<file path="src/rtl/vga_timing_pkg.sv">
// 640x480@60 timing constants, coordinate width and timing-record helpers.
// Shared by the timing generator and its consumers.
package vga_timing_pkg;

  typedef struct packed {
    int unsigned active;
    int unsigned fp;
    int unsigned sync;
    int unsigned bp;
  } timing_t;

  localparam int COORD_W = 10;

  localparam timing_t VGA640_H = '{active: 640, fp: 16, sync: 96, bp: 48};
  localparam timing_t VGA640_V = '{active: 480, fp: 10, sync: 2,  bp: 33};

  function automatic int unsigned timing_total(timing_t t);
    return t.active + t.fp + t.sync + t.bp;
  endfunction

  // First coordinate inside the sync pulse; the pulse ends sync cycles later.
  function automatic int unsigned timing_sync_start(timing_t t);
    return t.active + t.fp;
  endfunction

  function automatic int unsigned timing_sync_end(timing_t t);
    return t.active + t.fp + t.sync;
  endfunction

endpackage

</file>
<file path="src/rtl/vga_delay_line.sv">
// WIDTH x DEPTH synchronous shift register with per-bit reset value; DEPTH=0 is a wire.
// Latency DEPTH cycles, no backpressure.
module vga_delay_line #(
  parameter int              WIDTH   = 1,
  parameter int              DEPTH   = 1,
  parameter logic [WIDTH-1:0] RST_VAL = '0
) (
  input  logic             i_clk,
  input  logic             i_reset,
  input  logic [WIDTH-1:0] i_dat,
  output logic [WIDTH-1:0] o_dat
);

  generate
    if (DEPTH == 0) begin : g_pass
      assign o_dat = i_dat;
    end else begin : g_shift
      logic [WIDTH-1:0] stage_q [DEPTH];

      always_ff @(posedge i_clk) begin
        if (i_reset) begin
          for (int i = 0; i < DEPTH; i++) begin
            stage_q[i] <= RST_VAL;
          end
        end else begin
          stage_q[0] <= i_dat;
          for (int i = 1; i < DEPTH; i++) begin
            stage_q[i] <= stage_q[i-1];
          end
        end
      end

      assign o_dat = stage_q[DEPTH-1];
    end
  endgenerate

endmodule

</file>
<file path="src/rtl/vga_timing_gen.sv">
// Parametrised VGA sync/coordinate generator, registered outputs, 0-cycle latency, free-running.
// VGA_TIMING_DELAY_EN: syncs/activeArea/strobes delayed SYNC_DELAY cycles behind o_px/o_py.
module vga_timing_gen
  import vga_timing_pkg::*;
#(
  parameter int H_ACTIVE   = 640,
  parameter int H_FP       = 16,
  parameter int H_SYNC     = 96,
  parameter int H_BP       = 48,
  parameter int V_ACTIVE   = 480,
  parameter int V_FP       = 10,
  parameter int V_SYNC     = 2,
  parameter int V_BP       = 33,
  parameter int HS_POL     = 0,
  parameter int VS_POL     = 0,
  parameter int COORD_W    = vga_timing_pkg::COORD_W,
  parameter int SYNC_DELAY = 2
) (
  input  logic               i_clk,
  input  logic               i_reset,
  output logic               o_hs,
  output logic               o_vs,
  output logic               o_activeArea,
  output logic [COORD_W-1:0] o_px,
  output logic [COORD_W-1:0] o_py,
  output logic               o_lineStart,
  output logic               o_frameStart
);

  localparam timing_t H_TIM = '{active: H_ACTIVE, fp: H_FP, sync: H_SYNC, bp: H_BP};
  localparam timing_t V_TIM = '{active: V_ACTIVE, fp: V_FP, sync: V_SYNC, bp: V_BP};

  localparam int unsigned H_TOTAL = timing_total(H_TIM);
  localparam int unsigned V_TOTAL = timing_total(V_TIM);

  localparam logic [COORD_W-1:0] H_LAST = COORD_W'(H_TOTAL - 1);
  localparam logic [COORD_W-1:0] V_LAST = COORD_W'(V_TOTAL - 1);

  // One extra bit so a boundary equal to 2^COORD_W does not wrap to zero.
  localparam logic [COORD_W:0] H_ACT_END  = (COORD_W+1)'(H_TIM.active);
  localparam logic [COORD_W:0] H_SYNC_BEG = (COORD_W+1)'(timing_sync_start(H_TIM));
  localparam logic [COORD_W:0] H_SYNC_END = (COORD_W+1)'(timing_sync_end(H_TIM));
  localparam logic [COORD_W:0] V_ACT_END  = (COORD_W+1)'(V_TIM.active);
  localparam logic [COORD_W:0] V_SYNC_BEG = (COORD_W+1)'(timing_sync_start(V_TIM));
  localparam logic [COORD_W:0] V_SYNC_END = (COORD_W+1)'(timing_sync_end(V_TIM));

  localparam logic HS_ON = (HS_POL != 0);
  localparam logic VS_ON = (VS_POL != 0);

  logic [COORD_W-1:0] px_q, py_q;
  logic [COORD_W-1:0] px_d, py_d;
  logic [COORD_W:0]   px_ext, py_ext;
  logic               hs_d, vs_d, act_d, ls_d, fs_d;

  logic [COORD_W-1:0] px_out_q, py_out_q;
  logic               hs_q, vs_q, act_q, ls_q, fs_q;

  always_comb begin
    px_d = px_q + COORD_W'(1);
    py_d = py_q;
    if (px_q == H_LAST) begin
      px_d = '0;
      py_d = (py_q == V_LAST) ? '0 : py_q + COORD_W'(1);
    end
  end

  // Outputs decode the next position so they land on the same edge as the coordinates.
  always_comb begin
    px_ext = {1'b0, px_d};
    py_ext = {1'b0, py_d};
    hs_d   = (px_ext >= H_SYNC_BEG && px_ext < H_SYNC_END) ? HS_ON : ~HS_ON;
    vs_d   = (py_ext >= V_SYNC_BEG && py_ext < V_SYNC_END) ? VS_ON : ~VS_ON;
    act_d  = (px_ext < H_ACT_END) && (py_ext < V_ACT_END);
    ls_d   = (px_d == '0);
    fs_d   = (px_d == '0) && (py_d == '0);
  end

  always_ff @(posedge i_clk) begin
    if (i_reset) begin
      px_q     <= H_LAST;
      py_q     <= V_LAST;
      px_out_q <= '0;
      py_out_q <= '0;
      hs_q     <= ~HS_ON;
      vs_q     <= ~VS_ON;
      act_q    <= 1'b0;
      ls_q     <= 1'b0;
      fs_q     <= 1'b0;
    end else begin
      px_q     <= px_d;
      py_q     <= py_d;
      px_out_q <= px_d;
      py_out_q <= py_d;
      hs_q     <= hs_d;
      vs_q     <= vs_d;
      act_q    <= act_d;
      ls_q     <= ls_d;
      fs_q     <= fs_d;
    end
  end

  assign o_px = px_out_q;
  assign o_py = py_out_q;

`ifdef VGA_TIMING_DELAY_EN
  logic [4:0] dly_dat;

  vga_delay_line #(
    .WIDTH   (5),
    .DEPTH   (SYNC_DELAY),
    .RST_VAL ({~HS_ON, ~VS_ON, 3'b000})
  ) u_sync_dly (
    .i_clk   (i_clk),
    .i_reset (i_reset),
    .i_dat   ({hs_q, vs_q, act_q, ls_q, fs_q}),
    .o_dat   (dly_dat)
  );

  assign {o_hs, o_vs, o_activeArea, o_lineStart, o_frameStart} = dly_dat;
`else
  generate
    if (SYNC_DELAY < 0) begin : g_sync_delay_unused
    end
  endgenerate

  assign o_hs         = hs_q;
  assign o_vs         = vs_q;
  assign o_activeArea = act_q;
  assign o_lineStart  = ls_q;
  assign o_frameStart = fs_q;
`endif

endmodule
</file>
<file path="config.mk">
export PLATFORM = sky130hd
export DESIGN_NAME = vga_timing_gen
export DESIGN_NICKNAME = d
export VERILOG_FILES = /design/src/rtl/vga_timing_pkg.sv /design/src/rtl/vga_delay_line.sv /design/src/rtl/vga_timing_gen.sv
export SDC_FILE = /design/constraint.sdc
export NUM_CORES = 1
export LEC_CHECK = 0
export BUFFER_PORTS_ARGS = -buffer_cell sky130_fd_sc_hd__buf_2
export CAP_MARGIN = 20
export CORE_MARGIN = 10
export CORE_UTILIZATION = 60
export CTS_BUF_LIST = sky130_fd_sc_hd__clkbuf_4
export CTS_CLUSTER_DIAMETER = 120
export CTS_CLUSTER_SIZE = 10
export DETAILED_ROUTE_END_ITERATION = 16
export GPL_TIMING_DRIVEN = 0
export PLACE_DENSITY_LB_ADDON = 0.1
export SLEW_MARGIN = 10
export SYNTH_ARGS = -nofsm -noshare
export SYNTH_HDL_FRONTEND = slang
export SYNTH_HIERARCHICAL = 1
export SYNTH_SLANG_ARGS = --single-unit
</file>
<file path="constraint.sdc">
create_clock -name i_clk -period 5.41 [get_ports i_clk]
set_input_delay 1.082 -clock i_clk [delete_from_list [all_inputs] [get_ports i_clk]]
set_output_delay 1.082 -clock i_clk [all_outputs]
set_load 0.005 [all_outputs]
</file>
# Word level (Yosys, flattened, before mapping)
# Cells that the tools add are included.
# word_totals
word_cells	30
output_inout_bits	25
regBits	45
# classes
n_reduce_logical	6
n_addsub	2
eq_ne	2
n_lt_le_gt_ge	6
n_mux	5
# op_table
cell	count
$mux W10	3
$add A10 B1 Y10 const B	2
$eq A10 B10 Y1 const B	2
$logic_not A10 Y1	2
$lt A10 B10 Y1 const B	2
$lt A10 B9 Y1 const B	2
$ge A10 B10 Y1 const B	1
$ge A10 B9 Y1 const B	1
$logic_and A1 B1 Y1	4
$mux W1	2

# Depth between registers and ports, before layout
# Gate-level depths: netlist of run 1.
# logic_depth
ltp_word	6
ltp_mapped	8
mapped_depth_nobuf	7

# Worst setup path after synthesis of run 1
# No wires, ideal clock.
# synth_path
path_type	flip-flop to flip-flop
start	reg px_q[5]
end	reg vs_q (netlist: o_vs)
setup_slack_ns	3.182
stages_incl_launch_ff	8
arrival_ns	2.092
path_cell_list	dfxtp_1 buf_6 or4b_4 or3_1 buf_6 or4_1 o21ai_1 nand4b_1
# synth_via
elab_chain_cells	5
elab_cells_between_ends	6
classes_between	2 x order compare; 1 x eq/ne; 2 x mux; 1 x reduce/logical
# synth_lines
item	line_no	source
from (decl)	vga_timing_gen.sv:50	logic [COORD_W-1:0] px_q, py_q;
from (signal assigned)	vga_timing_gen.sv:90	px_q <= px_d;
$eq A10 B10 Y1 *	vga_timing_gen.sv:61	if (px_q == H_LAST) begin
$mux W10 *	vga_timing_gen.sv:61	
$ge A10 B9 Y1 or $lt A10 B9 Y1 (tied branches)	vga_timing_gen.sv:72	vs_d = (py_ext >= V_SYNC_BEG && py_ext < V_SYNC_END) ? VS_ON : ~VS_ON;
$logic_and A1 B1 Y1 *	vga_timing_gen.sv:72	
$mux W1 *	vga_timing_gen.sv:72	
to (signal assigned)	vga_timing_gen.sv:85	vs_q <= ~VS_ON;
to (signal assigned)	vga_timing_gen.sv:95	vs_q <= vs_d;
to (decl)	vga_timing_gen.sv:56	logic hs_q, vs_q, act_q, ls_q, fs_q;
# Every way passes the cells marked *; elsewhere a longest branch is shown, timed or not.
# A chain may end at the register's enable or synchronous reset.

# Final worst setup path of run 1
# layout_path
start	reg px_q[0]
end	reg vs_q (netlist: o_vs)
# Same word-level chain as after synthesis.

==> results of run 1 <==
## stage by stage
step | cell area (um^2) | total power, mW
2_1_floorplan | 1823 | 0.7864
3_3_place_gp | 1992 | 0.9172
4_1_cts | 2044 | 1.061
6_report | 2044 | 1.066
3_5_place_dp | 1992 | 0.9224
5_1_grt | 2044 | 1.155
## synth_stat cells, drive strengths merged, types with 3 or more instances
library cell and n:
xnor2 11, clkbuf 11, dfxtp 35, nand3 13
nor3 11, inv 9, nand2 14, a21oi 11
o21ai 8, nand4 7, nor2 18, and3 4
buf 14, nor3b 3, ha 3, a31oi 3
nor4 9
## worst paths after layout
| check | start | endpoint | slack (ps) | cells past startpoint |
|---|---|---|---|---|
| min reg2reg | py_q[0] | py_q[0] | 550 | 2 |
| max reg2reg | px_q[0] | o_vs | 2740 | 7 |
| min | py_q[0] | py_q[0] | 550 | 2 |
| max | px_q[0] | o_vs | 2740 | 7 |
## flip-flops by register name (all words and copies together), names as in the netlist
| name | cells |
|---|---|
| px_q | 10 |
| py_q | 10 |
| o_px | 7 |
| o_py | 3 |
| o_activeArea | 1 |
| o_frameStart | 1 |
| o_hs | 1 |
| o_lineStart | 1 |
| o_vs | 1 |
## layout by cell type, fill, tap and decap left out, types with 3 or more instances in the layout
cell	count
nand2_1	14
buf_2	27
clkbuf_1	11
o21ai_0	7
nand4_1	7
xnor2_1	11
ha_1	3
buf_4	10
nor3b_1	3
inv_1	9
nand3_1	13
dfxtp_1	35
a21oi_1	11
and3_1	4
nor2_1	18
nor4_1	9
clkbuf_4	6
nor3_1	11
a31oi_1	3
## cells by family (layout without fill, tap and decap cells)
group / count (synthesis) / in the layout / synth area share [%]
AOI/OAI and AO/OA: 36 / 36 / 13.73
DFF: 35 / 35 / 38.44
buffers and inverters: 34 / 68 / 9.951
muxes: 2 / 2 / 1.167
adders and majority gates: 3 / 3 / 2.059
xor gates and xnor gates: 12 / 12 / 5.765
and+or+nand+nor: 97 / 97 / 28.89
## layer usage
| layer | track usage (%) | up-vias | routed length (um) |
|---|---|---|---|
| met2 | 22.00 | 52 | 1716 |
| met4 | 5.672 | 0 | 60 |
| met1 | 21.40 | 760 | 2005 |
| met5 | 0 | - | 0 |
| li1 | - | 845 | - |
| met3 | 5.519 | 9 | 341 |
## power by group
group          total (mW)  switching, mW  internal [mW]
clock network       0.138         0.0854         0.0530
logic               0.556          0.325          0.231
registers           0.371         0.0451          0.326
## critical path, delay by kind of cell (launching register included)
kind	cells	cell delay [ps]
adder cells (fa/ha/maj)	1	270
multiplexers	1	150
buffers and inverters	1	250
AND/OR/NAND/NOR	4	1380
flip-flops	1	480
## cell type report
type	instances	area [um^2]
repair buffers	26	130.1
flip-flops and latches	35	700.7
clock buffers	6	45.04
clock inverters	2	7.507
fillers	231	784.5
well taps	31	38.79
multi-input cells	150	940.9
inverters	9	33.78
plain buffers	25	147.6
==> flow_summary_export.csv, run 1 <==
group,metric,value,unit
drt,vias,1666,
critical_path,crit_chain,"ha_1, nand4_1, clkbuf_1, nor4_1, mux2i_1, nor4_1, nand4b_1",
yosys,syn_area_per_cell,8.324,um^2
yosys,synth-seq-cells,35,
sta,drv_slew,0,
drt,drtIter0Drc,179,
run,cap_viol_max_count,0,
critical_path,slowest_delay,650,ps
global_routing,grt_max_degree,11,
clock_tree,postCtsSetupBuffers,0,
floorplan,dieWidth,75.12,um
floorplan,rows,19,
finish,utilization,72.27,%
critical_path,criticalPathCategory,"flop to flop",
floorplan,core_area,2829,um^2
sta,setup_viol,0,
sta,holdWs,553.5,ps
pwr,p_leak,0.8568,nW
sta,rsz0062_at_grt,"no",
finish,final_nets,257,
critical_path,crit_path_frequent_cell,"nor4_1",
placement,io_buffers,26,
pwr,ir_worst_vdd,0.0003124,V
global_routing,grt_overflow,0,
yosys,ys.warnings.count,6,
floorplan,ios,27,
clock_tree,clk_latency,360,ps
sta,setup_tns,0,ps
drt,ant_nets,0,
critical_path,worst_setup_path_start_kind,"flop",
sta,slew_headroom,55.10,%
sta,fmax,374.1,MHz
critical_path,required,5640,ps
finish,layout-drive-gt1-share,19.76,%
yosys,async_flop_share,0,%
yosys,synth_edf_count,0,
drt,first_pass_iters,5,
drt,vias_per_cell,5.866,
sta,fin_skew,7.118,ps
hold_path,hold_class,"flop to flop",
yosys,synth_cells,219,
pwr,power_density,521.4,nW/um^2
yosys,synth_top_area_cell,"dfxtp_1",
floorplan,die_h,75.12,um
drt,wire_per_inst,14.52,um
global_routing,grt_pass1_wl,6817,um
finish,area_growth,12.15,%
clock_tree,ctsHtreeMaxLevel,2,
sta,fin_ws,2737,ps
clock_tree,path_clk_slew,100,ps
finish,diodes,0,
yosys,synth_fp_nets,224,
floorplan,initial_utilization,64.44,%
global_routing,antenna_found_initial,0,
yosys,seq_area_frac_synth,38.44,%
critical_path,crit_path_end_kind,"flop",
global_routing,grt_pass1_vias,1473,
critical_path,cp_max_fo,10,
clock_tree,cts_buffers,5,
clock_tree,cts.path.max_buffers,2,
yosys,ys.flop_type,"dfxtp_1",
clock_tree,cts_hold_buf,0,
floorplan,die_area,5643,um^2
finish,instances_no_fill,284,
sta,tightest_slew,667.3,ps
yosys,synth_cell_type_count,47,
sta,finalHoldViolCount,0,
sta,fin_crit_sh,49.41,%
placement,post-place-ws,2745,ps
clock_tree,cts.sinks,35,
critical_path,worstPathArrival,2900,ps
sta,period_needed,2673,ps
clock_tree,cts_root_buf,"clkbuf_4",
critical_path,worst_path_max_delay_cell,"nor4_1",
drt,drc_errors,0,
drt,routed_wl,4123,um
placement,gp_congestion,0.9380,
placement,placedCellCount,276,
placement,dp_hpwl,3060,um
yosys,synth.area.top_cells,"dfxtp_1, xnor2_1, buf_4",
clock_tree,cts-resized-gates,0,
run_status,status,"completed",
global_routing,grt_usage,15.65,%
yosys,syn_area,1823,um^2
yosys,netlist.area_leader.share,38.44,%
clock_tree,tritoncts,"yes",
(Power assumes the default switching activity.)
==> run 2, diff against run 1 <==
- CORE_UTILIZATION: 60 -> 53
- clock period: 5.41 -> 2.3 ns (I/O delays scaled with it)
==> flow_summary_export.csv, run 2 (synthesis gave the netlist of run 1 again) <==
group,metric,value,unit
pwr,total_power,2.629,mW
finish,final_nets,263,
clock_tree,clk_latency,340,ps
placement,dp_hpwl,3125,um
critical_path,required,2520,ps
critical_path,worst_path_max_delay_cell,"or4b_4",
finish,layout-drive-gt1-share,28.19,%
sta,fin_crit_sh,96.42,%
pwr,ir_worst_vdd,0.0007305,V
sta,fin_ws,82.32,ps
critical_path,r2r_start,"px_q[5]",
clock_tree,ctsHtreeMaxLevel,2,
finish,utilization,65.39,%
sta,fmax,450.9,MHz
drt,vias_per_cell,5.597,
global_routing,grt_overflow,0,
global_routing,grt_pass1_wl,7279,um
finish,final_common_cell,"dfxtp_1",
hold_path,holdPathStages,3,
critical_path,path_delay_family,"simple AND/OR/NAND/NOR gates",
global_routing,antenna_found_initial,0,
clock_tree,path_clk_slew,100,ps
clock_tree,cts_root_buf,"clkbuf_4",
placement,placedCellCount,291,
sta,setup_viol,0,
hold_path,worstHoldStart,"i_reset",
critical_path,crit_path_end_kind,"flop",
sta,drv_slew,0,
sta,fin_skew,7.864,ps
critical_path,cp_max_fo,8,
pwr,power_density,1205,nW/um^2
pwr,p_leak,0.9052,nW
placement,post-place-ws,-306.2,ps
sta,finalHoldViolCount,0,
critical_path,slowest_delay,520,ps
sta,period_needed,2218,ps
drt,ant_nets,0,
run,cap_viol_max_count,0,
critical_path,crit_chain,"or4b_4, or3_1, buf_6, or4_4, o21ai_4, nand4b_1",
critical_path,rrSetupSlack,80,ps
finish,area_growth,19.70,%
floorplan,initial_utilization,54.63,%
drt,wire_per_inst,14.29,um
finish,layout_common_cells,"dfxtp_1, buf_2, nor2_1",
placement,io_buffers,26,
drt,drc_errors,0,
critical_path,crit_buf_inv,1,
floorplan,ios,27,
floorplan,rows,21,
clock_tree,cts.sinks,35,
finish,diodes,0,
floorplan,die_area,6186,um^2
global_routing,grt_usage,14.48,%
critical_path,worstPathArrival,2440,ps
floorplan,core_area,3337,um^2
clock_tree,cts_buffers,5,
hold_path,holdPathEnd,"py_q[3]",
drt,vias,1707,
critical_path,criticalPathCategory,"flop to flop",
critical_path,worst_setup_path_start_kind,"flop",
finish,instances_no_fill,305,
drt,routed_wl,4357,um
clock_tree,tritoncts,"yes",
sta,slew_headroom,63.28,%
placement,gp_congestion,0.9318,
sta,tightest_slew,550.8,ps
critical_path,reg2reg_to,"o_vs",
floorplan,die_h,78.65,um
run_status,status,"completed",
clock_tree,cts.path.max_buffers,2,
global_routing,grt_max_degree,11,
hold_path,hold_class,"primary input to flop",
floorplan,dieWidth,78.65,um
global_routing,grt_pass1_vias,1621,
drt,first_pass_iters,4,
critical_path,r2r_cells,6,
drt,drtIter0Drc,137,
sta,rsz0062_at_grt,"yes",
## run 2: changes by cell type in the layout (fill, tap and decap cells not counted), sizes merged
cell / change
clkbuf: -1
buf: +7
## run 2: worst max path at each step
stage / from / end / slack [ps] / depth (start not counted)
after floorplan: px_q[5] / o_vs / 70 / 7
after global placement: px_q[0] / o_vs / -300 / 7
after detailed placement: px_q[0] / o_vs / -310 / 7
after CTS: px_q[6] / o_vs / -30 / 6
after global routing: px_q[5] / o_frameStart / -20 / 6
final: px_q[5] / o_vs / 80 / 6
## run 2: per-stage QoR
stage                     hold slack (ps)  TNS [ps]  instance area, um^2
after floorplan                     498.7         0                 1823
after global placement              535.5    -772.3                 2011
after detailed placement            529.2    -806.1                 2011
after CTS                           390.1    -36.61                 2098
after global routing                394.9    -37.18                 2182
final                               404.0         0                 2182
## run 2: metal layers
| layer | GRT usage, % | wire length, um |
|---|---|---|
| met5 | 0 | 0 |
| met4 | 7.168 | 72 |
| met3 | 5.125 | 277 |
| met2 | 22.86 | 2218 |
| met1 | 17.03 | 1788 |
## run 2: final cells by class
| class | instances | area, um^2 |
|---|---|---|
| multi-input cells | 150 | 1007 |
| plain buffers | 24 | 140.1 |
| clock buffers | 6 | 45.04 |
| repair buffers | 33 | 182.7 |
| inverters | 9 | 33.78 |
| clock inverters | 2 | 7.507 |
| fillers | 297 | 1155 |
| well taps | 46 | 57.56 |
| flip-flops and latches | 35 | 708.2 |
## run 2: report_power, final
group | total (mW) | internal (mW) | leakage [nW] | switching [mW]
registers | 0.894 | 0.777 | 0.288 | 0.117
clock network | 0.323 | 0.125 | 0.0307 | 0.198
logic | 1.41 | 0.619 | 0.587 | 0.793
## run 2: timing repair
| item | 4_1_cts | 5_1_grt |
|---|---|---|
| hold buffers | 0 | 0 |
| gates cloned | 0 | 0 |
| setup buffers | 2 | 5 |
| setup endpoints to repair | 8 | 14 |
| hold endpoints to repair | 0 | 0 |
| pin swaps | 3 | 5 |
| gates resized for setup | 4 | 19 |
## run 2: tightest hold or removal path: stages
cell and delay [ps]:
buf_2 130, inv_1 60, nand2b_1 60
